### src/rtl/vend_pkg.sv
// ============================================================================
// Module      : vend_pkg
// Description : Shared state, coin encodings and greedy change selection.
// Revision    : 1.0 - initial release
// ============================================================================
`default_nettype none

package vend_pkg;

  typedef enum logic [1:0] {
    COLLECT  = 2'd0,
    DISPENSE = 2'd1,
    CHANGE   = 2'd2
  } state_t;

  localparam logic [1:0] COIN_NONE = 2'b00;
  localparam logic [1:0] COIN_1    = 2'b01;
  localparam logic [1:0] COIN_2    = 2'b10;
  localparam logic [1:0] COIN_5    = 2'b11;

  localparam logic [3:0] VAL_1 = 4'd1;
  localparam logic [3:0] VAL_2 = 4'd2;
  localparam logic [3:0] VAL_5 = 4'd5;

  function automatic logic [3:0] coin_value(input logic [1:0] code);
    case (code)
      COIN_1:  return VAL_1;
      COIN_2:  return VAL_2;
      COIN_5:  return VAL_5;
      default: return 4'd0;
    endcase
  endfunction

  // Largest coin not exceeding the credit; COIN_NONE when nothing is owed.
  function automatic logic [1:0] greedy_coin(input logic [3:0] credit);
    if (credit >= VAL_5)      return COIN_5;
    else if (credit >= VAL_2) return COIN_2;
    else if (credit >= VAL_1) return COIN_1;
    else                      return COIN_NONE;
  endfunction

endpackage

`default_nettype wire

### src/rtl/coin_decode.sv
// ============================================================================
// Module      : coin_decode
// Description : Converts a coin-slot code into its rupee value.
// Revision    : 1.0 - initial release
// ============================================================================
`default_nettype none

module coin_decode
  import vend_pkg::*;
(
  input  logic [1:0] i_coin,
  output logic [3:0] o_value
);

  assign o_value = coin_value(i_coin);

endmodule

`default_nettype wire

### src/rtl/vend_controller.sv
// ============================================================================
// Module      : vend_controller
// Description : Coin credit accumulation, purchase validation, greedy change.
// Revision    : 1.0 - initial release
// ============================================================================
`default_nettype none

module vend_controller
  import vend_pkg::*;
#(
  parameter int PRICE      = 7,
  parameter int MAX_CREDIT = 15
) (
  input  logic       clk,
  input  logic       rst,
  input  logic [1:0] coin,
  input  logic       select,
  input  logic       cancel,
  output logic [3:0] credit,
  output logic       dispense,
  output logic       change_valid,
  output logic [1:0] change_coin,
  output logic       coin_reject,
  output logic       busy
);

  localparam logic [3:0] c_price = 4'(PRICE);
  localparam logic [4:0] c_max   = 5'(MAX_CREDIT);

  if (PRICE < 1 || PRICE > MAX_CREDIT || MAX_CREDIT > 15) begin : g_param_check
    $error("vend_controller: illegal PRICE/MAX_CREDIT combination");
  end

  state_t     r_state;
  logic [3:0] r_credit;
  logic       r_reject;

  logic [3:0] w_coin_val;
  logic [4:0] w_sum;
  logic [1:0] w_change_coin;
  logic [3:0] w_change_val;
  logic       w_coin_in;

  coin_decode u_coin_decode (
    .i_coin  (coin),
    .o_value (w_coin_val)
  );

  // Widened add so an overflowing coin is detected rather than wrapped.
  assign w_sum         = {1'b0, r_credit} + {1'b0, w_coin_val};
  assign w_change_coin = greedy_coin(r_credit);
  assign w_change_val  = coin_value(w_change_coin);
  assign w_coin_in     = (coin != COIN_NONE);

  always_ff @(posedge clk) begin
    if (rst) begin
      r_state  <= COLLECT;
      r_credit <= 4'd0;
      r_reject <= 1'b0;
    end else begin
      r_reject <= 1'b0;
      case (r_state)
        COLLECT: begin
          if (cancel) begin
            if (r_credit != 4'd0) r_state <= CHANGE;
            r_reject <= w_coin_in;
          end else if (select) begin
            if (r_credit >= c_price) begin
              r_credit <= r_credit - c_price;
              r_state  <= DISPENSE;
            end
            r_reject <= w_coin_in;
          end else if (w_coin_in) begin
            if (w_sum <= c_max) r_credit <= w_sum[3:0];
            else                r_reject <= 1'b1;
          end
        end
        DISPENSE: begin
          r_state  <= (r_credit != 4'd0) ? CHANGE : COLLECT;
          r_reject <= w_coin_in;
        end
        CHANGE: begin
          r_credit <= r_credit - w_change_val;
          if (r_credit == w_change_val) r_state <= COLLECT;
          r_reject <= w_coin_in;
        end
        default: r_state <= COLLECT;
      endcase
    end
  end

  assign credit       = r_credit;
  assign dispense     = (r_state == DISPENSE);
  assign change_valid = (r_state == CHANGE);
  assign change_coin  = (r_state == CHANGE) ? w_change_coin : COIN_NONE;
  assign coin_reject  = r_reject;
  assign busy         = (r_state != COLLECT);

endmodule

`default_nettype wire
### config.mk
export PLATFORM = sky130hd
export DESIGN_NAME = vend_controller
export DESIGN_NICKNAME = d
export VERILOG_FILES = /design/src/rtl/vend_pkg.sv /design/src/rtl/coin_decode.sv /design/src/rtl/vend_controller.sv
export SDC_FILE = /design/constraint.sdc
export NUM_CORES = 1
export LEC_CHECK = 0
export BUFFER_PORTS_ARGS = -buffer_cell sky130_fd_sc_hd__buf_4
export CORE_UTILIZATION = 30
export CTS_CLUSTER_DIAMETER = 200
export CTS_CLUSTER_SIZE = 14
export DETAILED_ROUTE_END_ITERATION = 6
export GPL_ROUTABILITY_DRIVEN = 0
export HOLD_SLACK_MARGIN = 0.05
export MAX_ROUTING_LAYER = met4
export PLACE_DENSITY = 0.5
export RECOVER_POWER = 100
export SLEW_MARGIN = 20
export SYNTH_ARGS = -nofsm -noshare
export SYNTH_HDL_FRONTEND = slang
export SYNTH_SLANG_ARGS = --single-unit
### constraint.sdc
create_clock -name clk -period 4.3 [get_ports clk]
set_input_delay 0.215 -clock clk [delete_from_list [all_inputs] [get_ports clk]]
set_output_delay 0.215 -clock clk [all_outputs]
set_load 0.02 [all_outputs]
# Word-level counts from Yosys, hierarchy flattened
# Cells that the tools add are included.
# op_classes
n_eq_ne,17
add_sub_neg,3
magnitude_cmp,5
n_reduce_logical,8
mux,24
# ops
operator,count
$mux 4,5
$mux 2,9
$ne 3x3->1 const B,6
$pmux 3 s3,2
$eq 2x2->1 const B,5
$ge 4x3->1 const B,2
$pmux 4 s2,1
$eq 2x1->1 const B,3
$pmux 2 s3,1
$reduce_bool 2->1,3
$add 4x4->5,1
$le 5x4->1 const B,1
$mux 1,5
$reduce_and 5->1,1
$eq 4x4->1,1
$ge 4x1->1 const B,1
$ge 4x2->1 const B,1
$reduce_and 4->1,1
$reduce_bool 4->1,1
$sub 4x3->4 const B,1
$sub 4x4->4,1
$logic_not 2->1,1
$ne 2x1->1 const B,1
$ne 2x2->1 const B,1
2 further kinds,2
# totals
output_inout_bits,10
regBits,7
word_cells,60

# Logic depth before layout (Yosys ltp)
# Gate-level depths: netlist of the first run.
# logic_depth
depth_word,9
depth_mapped,11
mapped_depth_nobuf,11

# Hierarchy
# Synthesis of the first run repeated with hierarchy kept, for this count alone.
# hier_totals
hier_cells,104
hier_area_um2,914.6
# by_module_without_submodules
mod,cells_per_inst,n_inst,area_each_um2,seq_area_each_um2
vend_controller,99,1,887.1,140.1
coin_decode,5,1,27.5,0.0

# Least setup slack after synthesis of the first run
# Ideal clock, no wire load.
# synth_timing
path_kind,flip-flop to flip-flop
startpoint,"reg r_credit[1], in the netlist credit[1]"
endpoint,"reg r_credit[3], in the netlist credit[3]"
setup_time_ps,70
period_less_slack_ps,2499
setup_slack_ps,1801
t_arrival_ps,2430
required_ps,4230
stages_incl_launch_ff,12
path_cell_list,dfxtp_1 > inv_1 > ha_1 > nand2b_1 > a21oi_1 > nand2b_1 > ha_1 > nor2b_1 > o21ai_0 > a31oi_1 > or3_1 > a21oi_1
# synth_via
elab_chain_cells,8
word_cells_on_any_way,24
# synth_rtl
element,line_no,rtl
"start, declared",vend_controller.sv:35,logic [3:0] r_credit;
"start signal, assigned",vend_controller.sv:69,r_credit <= r_credit - c_price;
"start signal, assigned",vend_controller.sv:74,if (w_sum <= c_max) r_credit <= w_sum[3:0];
"start signal, assigned",vend_controller.sv:83,r_credit <= r_credit - w_change_val;
$ge 4x1->1,vend_pkg.sv:38,else if (credit >= VAL_1) return COIN_1;
$mux 1,vend_pkg.sv:38,
$mux 2,vend_pkg.sv:37,else if (credit >= VAL_2) return COIN_2;
$mux 2,vend_pkg.sv:36,if (credit >= VAL_5) return COIN_5;
$eq 2x2->1 / $eq 2x1->1 (equally long branches),vend_pkg.sv:26,case (code)
$pmux 3 s3,vend_pkg.sv:26,
$sub 4x4->4,vend_controller.sv:83,
$pmux 4 s2,vend_controller.sv:62,case (r_state)
# Parallel ways exist; a longest one is shown, timed or not. The select of a mux whose other input is x is not followed.
# A chain may end at the register's enable or synchronous reset.

# Worst setup path after layout of the first run
# Ends and elaborated chain as after synthesis.

==> flow_summary.toml, run 1 <==
[drt]
detail-route-antenna-nets = 0
wl_per_cell_um = 13.07
drc_errors = 0
vias = 726
drt_wl_total_um = 1817
via_per_inst = 5.223
drt_iter0_markers = 14
first_pass_iters = 4

[cells_and_area]
seq_area_um2 = 140.1
design_area_um2 = 917.1
fillers = 286
finalNonFillerCells = 139
area.growth.synth_to_final_pct = 12.60
antenna_cells = 0
final_common_cell = "ha_1"
multiInputGateArea_um2 = 611.8
drive_gt1_share_pct = 11.01
final_cell_mix = "14 x ha_1, 11 x a21oi_1, 11 x clkbuf_1, 7 x inv_1, 7 x dfxtp_1"
fin_nets = 132

[worst_setup_path]
critPathLaunch = "credit[1]"
crit_arrival_ps = 2780
cp-end-kind = "flip-flop"
cp_max_fo = 11
criticalPathCategory = "flip-flop to flip-flop"
required_ps = 4480
crit_path_start_kind = "flip-flop"
r2r_start = "credit[1]"
reg2regPathDepth = 11
max_stage_delay_ps = 570
slowest_stage = "dfxtp_1"
cp_cell_sequence = "inv_1, ha_1, nand2b_1, a21oi_1, nand2b_1, ha_1, nor2b_1, o21ai_0, a31oi_1, or3_1, a21oi_1"
critical_path.endpoint = "credit[3]"
r2r-end = "credit[3]"
r2r_slack_ps = 1700

[die]
die_area_um2 = 2927
boundaryPins = 16
die_y_um = 54.11
fp.dieW_um = 54.11
core-area_um2 = 2522
initial_core_util_pct = 32.29
num_rows = 18

[sta]
rsz0062_at_grt = "false"
holdWs_ps = 186.7
final_hold_viol_count = 0
finalCriticalPeriod_ps = 2599
finalSetupTns_ps = 0
worst_pin_slew_ps = 618.1
finalSetupViolCount = 0
max-slew-margin-rel_pct = 58.80
fin_worst_skew_ps = 3.441
finalCritPeriodShare_pct = 60.43
finalMaxSlewViolations = 0
fmax_ghz = 0.3848

[placed_design]
port_buffers = 15
placed_area_um2 = 934.6
hpwl_um = 1441
dpl.cell_count = 135

[clock_network]
path_clk_slew_ps = 60
postCtsSetupRepairBufs = 0
htree_levels = 1
cts-root-buf = "clkbuf_4"
cts.sinks = 7
clk_latency_ps = 250
hold_buffers = 0
cts_resized = 0
cts_tree = "yes"
cts_buffer_depth = 2
cts_buffers = 3

[outcome]
status = "completed"

[logic_synthesis]
seq_area_frac_synth_pct = 17.20
syn_nets = 116
synth.distinct_cells = 35
syn_area_um2 = 814.5
syn-instance-count = 94
yosysWarnings = 0
synth.avg_cell_area_um2 = 8.665
synth-seq-cells = 7

[worst_hold_path]
hp-class = "input pin to flip-flop"
hold_path_depth = 2

[grt]
use_met3_pct = 0.8475
busiest_layer = "met2"
grtUsageTotal_pct = 15.20
grt.overflow.total = 0
grt_pass1_vias = 697
grt_util_met2_pct = 23.87
antenna_found_initial = 0
grt_pass1_wl_um = 3125
grt_max_degree = 15
grt_use_met1_pct = 19.93

[pwr]
power.total_mw = 0.7111
peakVddDrop_mv = 0.3230
power.density_nw_per_um2 = 775.3
leakage_nw = 0.3917

[flow_run]
max_cap_viol_count = 0
==> per-stage QoR <==
stage          setup slack, ps  util (%)
6_report                  1701     36.36
5_1_grt                   1378     36.36
4_1_cts                   1682     38.10
3_5_place_dp              1700     37.05
3_3_place_gp              1795     37.05
2_1_floorplan             1801         -
==> per-layer routing <==
layer | part of all wire, % | vias to the layer above | routed length [um]
li1 | - | 368 | -
met1 | 48 | 342 | 880
met2 | 47 | 14 | 863
met3 | 3.4 | 2 | 61
met4 | 0.66 | 0 | 12
met5 | 0 | - | 0
==> sequential cells by signal, summed over array words and instances, names as in the netlist <==
name	cells
coin_reject	1
credit	4
r_state	2
==> layout make-up <==
class	count	area share, %
Clock buffer	4	2.865
Timing Repair Buffer	15	8.186
Tap cell	30	4.093
Multi-Input combinational cell	76	66.71
Sequential cell	7	15.28
Inverter	7	2.865
==> cell families (layout without fill, tap and decap cells) <==
kind of cell | after synthesis | after routing | share of synthesized area [%]
xor gates and xnor gates | 3 | 3 | 3.226
DFF | 7 | 7 | 17.20
AOI/OAI and AO/OA | 31 | 31 | 27.96
buffers and inverters | 11 | 26 | 6.912
adders and majority gates | 16 | 16 | 26.42
and+or+nand+nor | 26 | 26 | 18.28
==> critical path, delay by kind of cell (launching register included) <==
family	cells	cell delay, ps
buf+inv	1	170
flops	1	570
compound gates	4	580
simple gates	4	710
fa+ha+maj	2	490
==> cell usage after synthesis <==
| cell type | count | area, um2 |
|---|---|---|
| or3b_2 | 1 | 8.760 |
| o22ai_2 | 1 | 12.51 |
| nand2b_1 | 2 | 12.51 |
| xor2_1 | 1 | 8.760 |
| nand2_1 | 4 | 15.01 |
| ha_1 | 14 | 175.2 |
| and2_1 | 2 | 12.51 |
| buf_4 | 1 | 7.510 |
| a2111oi_4 | 1 | 27.53 |
| nand4b_1 | 1 | 8.760 |
| nor2_1 | 3 | 11.26 |
| o21ai_0 | 3 | 15.01 |
| a211o_1 | 2 | 17.52 |
| xnor2_1 | 2 | 17.52 |
| a21oi_1 | 11 | 55.05 |
| clkbuf_1 | 1 | 3.750 |
| o21ai_1 | 1 | 5.000 |
| a211o_2 | 1 | 10.01 |
| inv_1 | 7 | 26.28 |
| fa_1 | 2 | 40.04 |
| a31oi_1 | 1 | 6.260 |
| o21bai_1 | 1 | 7.510 |
| buf_2 | 1 | 5.000 |
| a41o_1 | 1 | 10.01 |
| or3_1 | 1 | 6.260 |
| dfxtp_1 | 7 | 140.1 |
| nand2b_2 | 1 | 8.760 |
| nor4_1 | 2 | 12.51 |
| a311oi_1 | 1 | 8.760 |
| a21o_1 | 2 | 15.01 |
| nor3_1 | 2 | 10.01 |
| nand3_1 | 1 | 5.000 |
| a211oi_1 | 5 | 37.54 |
| clkbuf_8 | 1 | 13.76 |
| nor2b_1 | 6 | 37.54 |
==> worst min path at each step <==
stage / end / slack, ps / start
4_1_cts: credit[1] / 180 / rst
5_1_grt: credit[0] / 190 / rst
2_1_floorplan: credit[0] / 280 / rst
3_5_place_dp: credit[0] / 450 / rst
6_report: credit[1] / 190 / rst
3_3_place_gp: credit[3] / 450 / rst
==> where the power goes <==
group	switching (mW)	internal, mW
registers	0.0489	0.0877
clock network	0.0254	0.0355
logic	0.295	0.218
No activity file was read; power rests on OpenSTA's default activity.
==> inputs of run 2 (changes only) <==
Settings changed: PLACE_DENSITY 0.5 to 0.51.
Clock period 4.3 ns to 2.19 ns, I/O delays scaled along.
==> run 2 against run 1 <==
  * Die area unchanged
  * Critical path depth is the same
  * Register-to-register slack got worse by 1700 ps
  * Highest routed layer is now met3
  * Combinational power grew to 3.0 times the previous value
==> flow_summary.toml, run 2 (same netlist as run 1, synthesis figures left out) <==
[worst_setup_path]
reg2regPathDepth = 11
r2r_slack_ps = 6
cp_top_family = "simple AND/OR/NAND/NOR gates"
crit_arrival_ps = 2370
cp_cell_sequence = "inv_2, ha_1, nand2b_4, a21oi_2, nand2b_4, ha_1, nor2b_1, o21ai_1, a31oi_1, or3_1, a21oi_2"
critical_path_buf_inv_count = 1
cp_max_fo = 4
criticalPathCategory = "flip-flop to flip-flop"
cp-end-kind = "flip-flop"
required_ps = 2380
critPathLaunch = "credit[1]"
r2r_start = "credit[1]"
r2r-end = "credit[3]"
max_stage_delay_ps = 370
crit_path_start_kind = "flip-flop"
slowest_stage = "dfxtp_4"

[drt]
via_per_inst = 5.127
drt_wl_total_um = 2097
drc_errors = 0
detail-route-antenna-nets = 0
wl_per_cell_um = 13.27
drt_iter0_markers = 7
vias = 810
first_pass_iters = 4

[sta]
holdWs_ps = 71.48
finalCritPeriodShare_pct = 99.73
finalSetupTns_ps = 0
rsz0062_at_grt = "true"
worst_pin_slew_ps = 352.2
finalSetupViolCount = 0
final_hold_viol_count = 0
fin_worst_skew_ps = 1.721
max-slew-margin-rel_pct = 76.52
fmax_ghz = 0.4579
finalCriticalPeriod_ps = 2184
finalMaxSlewViolations = 0

[die]
num_rows = 18
initial_core_util_pct = 32.29
die_y_um = 54.11
die_area_um2 = 2927
core-area_um2 = 2522
fp.dieW_um = 54.11
boundaryPins = 16

[clock_network]
path_clk_slew_ps = 50
cts.sinks = 7
htree_levels = 1
cts_buffers = 3
hold_buffers = 0
cts-root-buf = "clkbuf_4"
cts_tree = "yes"
clk_latency_ps = 250
cts_buffer_depth = 2

[worst_hold_path]
hp-start = "rst"
hold_path_depth = 2
hp-class = "input pin to flip-flop"
min_to = "credit[3]"

[cells_and_area]
drive_gt1_share_pct = 40.63
final_cell_mix = "32 x buf_4, 13 x ha_1, 9 x a21oi_1, 6 x nor2b_1"
largest_register_ffs = 4
area.growth.synth_to_final_pct = 43.32
design_area_um2 = 1167
final_common_cell = "buf_4"
antenna_cells = 0
fin_nets = 151

[grt]
grt_max_degree = 12
antenna_found_initial = 0
grt_pass1_wl_um = 3553
grt_pass1_vias = 781
grtUsageTotal_pct = 18.02
grt.overflow.total = 0

[placed_design]
placed_area_um2 = 1059
hpwl_um = 1644
port_buffers = 15

[pwr]
power.density_nw_per_um2 = 1613
power.total_mw = 1.883
peakVddDrop_mv = 0.9570
leakage_nw = 0.5423

[flow_run]
max_cap_viol_count = 0

[outcome]
status = "completed"
run 2: cell types whose count changed in the layout (fill, tap and decap cells not counted), sizes merged:
cell	before	now
buf	5	33
clkbuf	14	5
run 2: worst max path at each step:
stage,endpoint,slack [ps],cells after the start
floorplan,credit[3],10,7
global placement,credit[3],-40,11
detailed placement,credit[3],-50,10
CTS,credit[3],2,7
global route,credit[1],-70,8
finish,credit[3],6,11
run 2: where the power goes:
group,switching (mW),total (mW),internal [mW]
registers,0.0623,0.240,0.178
clock network,0.0500,0.120,0.0697
logic,0.766,1.52,0.757
run 2: per-stage QoR:
step / utilization [%] / instances / setup slack [ps]
2_1_floorplan: - / 94 / 12.70
3_3_place_gp: 41.96 / 150 / -44.66
3_5_place_dp: 41.96 / 150 / -49.24
4_1_cts: 44.94 / 157 / 1.780
5_1_grt: 46.28 / 158 / -71.43
6_report: 46.28 / 158 / 6.003
run 2: cell type report:
class | count | area (um2)
sequential | 7 | 145.1
tap | 30 | 37.54
timing repair buffer | 34 | 264.0
inverter | 7 | 26.28
multi-input combinational | 76 | 668.1
fill | 263 | 1355
clock buffer | 4 | 26.28
run 2: layer usage:
metal | share of wire (%) | GRT usage [%] | vias up
met2 | 49 | 30.45 | 17
met5 | 0 | - | -
met3 | 4.1 | 5.367 | 0
met4 | 0 | 3.846 | 0
met1 | 47 | 20.93 | 385
li1 | - | - | 408
run 2: worst register-to-register path, cell delays in order, from the launching register on:
cell      delay, ps
dfxtp_4         370
inv_2            50
ha_1            160
nand2b_4        140
a21oi_2         210
nand2b_4         70
ha_1            280
nor2b_1         130
o21ai_1         130
a31oi_1         120
or3_1           330
a21oi_2         110
run 2: timing repair:
action                                  CTS  global route
endpoints found under the setup margin    2             4
resized for setup                         3             6
buffers inserted                          3             1
hold endpoints to repair                  0             0
pin swaps                                 4             4
==> inputs of run 3 (changes only) <==
Settings changed: BUFFER_PORTS_ARGS -buffer_cell sky130_fd_sc_hd__buf_4 to -buffer_cell sky130_fd_sc_hd__buf_2, CELL_PAD_IN_SITES_DETAIL_PLACEMENT set to 1, CELL_PAD_IN_SITES_GLOBAL_PLACEMENT set to 1, PLACE_DENSITY 0.51 to 0.65.
==> run 3 against run 2 <==
  * The flow now finishes with violations (setup timing)
  * Global-route usage increased by 3.6 points
  * Sequential power increased by 4%
  * Register-to-register slack got worse by 30 ps
  * Maximum frequency decreased by 1.3%
  * Hold slack improved by 51 ps
  * Clock skew increased by 4.9 ps
  * Power increased by 8.7%
  * Sequential share of layout area decreased by 0.24 points
  * Die area unchanged
  * Cell area increased by 3.8%
  * Core utilization increased by 1.7 points
  * Routed wire length increased by 23%
  * Critical endpoint is now credit[1]
==> flow_summary.toml, run 3 (same netlist as run 1, synthesis figures left out) <==
[cells_and_area]
antenna_cells = 0
final_common_cell = "buf_4"
area.growth.synth_to_final_pct = 48.69
final_cell_mix = "21 x buf_4, 10 x ha_1, 10 x buf_2, 8 x a21oi_1, 7 x clkbuf_1"
drive_gt1_share_pct = 43.18
fin_nets = 155
largest_register_ffs = 4

[drt]
via_per_inst = 5.216
drt_wl_total_um = 2574
detail-route-antenna-nets = 0
drc_errors = 0
drt_iter0_markers = 8
wl_per_cell_um = 15.89
vias = 845
first_pass_iters = 2

[clock_network]
cts-root-buf = "clkbuf_4"
clk_latency_ps = 260
path_clk_slew_ps = 60
htree_levels = 1
cts_tree = "yes"
cts_buffer_depth = 2
cts.sinks = 7
hold_buffers = 0
cts_buffers = 3

[worst_setup_path]
reg2regPathDepth = 8
cp_cell_sequence = "ha_4, fa_2, a21o_1, a2111oi_4, o22ai_2, buf_6, a211o_1, a21oi_2"
r2r_start = "credit[0]"
crit_arrival_ps = 2400
r2r_slack_ps = -20
cp-end-kind = "flip-flop"
critPathLaunch = "credit[0]"
slowest_stage = "fa_2"
max_stage_delay_ps = 390
cp_max_fo = 5
cp_top_family = "compound AO/OA/AOI/OAI gates"
critical_path.endpoint = "credit[1]"
crit_path_start_kind = "flip-flop"
critical_path_buf_inv_count = 1
r2r-end = "credit[1]"
required_ps = 2380
path_depth = 8
criticalPathCategory = "flip-flop to flip-flop"

[placed_design]
hpwl_um = 1948
port_buffers = 15

[sta]
worst_pin_slew_ps = 380.0
rsz0062_at_grt = "true"
holdWs_ps = 122.6
fin_worst_skew_ps = 6.608
finalMaxSlewViolations = 0
final_hold_viol_count = 0
fmax_ghz = 0.4521
finalSetupViolCount = 1
setup_ws_ps = -22.12
max-slew-margin-rel_pct = 74.64
finalCriticalPeriod_ps = 2212
finalCritPeriodShare_pct = 101.0

[die]
core-area_um2 = 2522
fp.dieW_um = 54.11
boundaryPins = 16
die_area_um2 = 2927
initial_core_util_pct = 32.29
die_y_um = 54.11
num_rows = 18

[outcome]
violations = "setup timing"
status = "finished, violations left"

[grt]
grt_pass1_wl_um = 4298
grtUsageTotal_pct = 21.64
grt_pass1_vias = 930
grt_max_degree = 14
grt.overflow.total = 0
antenna_found_initial = 0

[pwr]
power.total_mw = 2.047
p_int_mw = 1.079
p_seq_share_pct = 12.2
p_clk_share_pct = 5.9
leakage_nw = 0.5420
p_sw_share_pct = 47.30
power.density_nw_per_um2 = 1690
peakVddDrop_mv = 0.9039
p_switching_mw = 0.9684
p_comb_share_pct = 81.9

[flow_run]
max_cap_viol_count = 0

[worst_hold_path]
hp-class = "input pin to flip-flop"
run 3: per-layer routing:
metal | GRT usage, % | vias up | wire (um) | part of all wire (%)
met4 | 6.838 | 0 | 31 | 1.2
met3 | 4.237 | 4 | 63 | 2.4
li1 | - | 416 | - | -
met2 | 39.09 | 14 | 1339 | 52
met5 | - | - | 0 | 0
met1 | 23.54 | 411 | 1140 | 44
run 3: per-stage QoR:
| step | setup TNS (ps) | util, % | area (um2) | setup slack [ps] | std cells |
|---|---|---|---|---|---|
| 3_3_place_gp | -48.39 | 40.77 | 1028 | -34.44 | 151 |
| 5_1_grt | -345.8 | 48.02 | 1211 | -118.0 | 162 |
| 2_1_floorplan | 0 | - | 825.8 | 12.70 | 94 |
| 3_5_place_dp | -247.3 | 40.77 | 1028 | -170.2 | 151 |
| 6_report | -22.12 | 48.02 | 1211 | -22.12 | 162 |
| 4_1_cts | -14.70 | 44.69 | 1127 | -12.28 | 160 |
run 3: cell type report:
cell class	instances	area, um2
Timing Repair Buffer	38	241.5
Fill cell	309	1311
Multi-Input combinational cell	76	729.5
Tap cell	30	37.54
Clock buffer	4	26.28
Sequential cell	7	147.6
Inverter	7	28.78
run 3: power groups by stage:
stage	sequential, mW	combinational (mW)	clock, mW
after floorplan	0.269	0.823	0
after global placement	0.230	1.33	0
after detailed placement	0.233	1.38	0
after CTS	0.237	1.52	0.126
after global routing	0.258	1.84	0.134
final	0.250	1.68	0.121
run 3: what timing repair did:
item,CTS,global route
resized for setup,9,12
pin swaps,7,7
setup buffers,5,2
setup endpoints to repair,3,6
run 3: worst min path at each step:
| stage | start | to | slack [ps] | cells past startpoint |
|---|---|---|---|---|
| after floorplan | rst | credit[1] | 170 | 1 |
| after global placement | rst | credit[1] | 390 | 2 |
| after detailed placement | rst | credit[1] | 380 | 2 |
| after CTS | rst | credit[3] | 120 | 2 |
| after global routing | rst | credit[3] | 150 | 2 |
| final | rst | credit[3] | 120 | 2 |
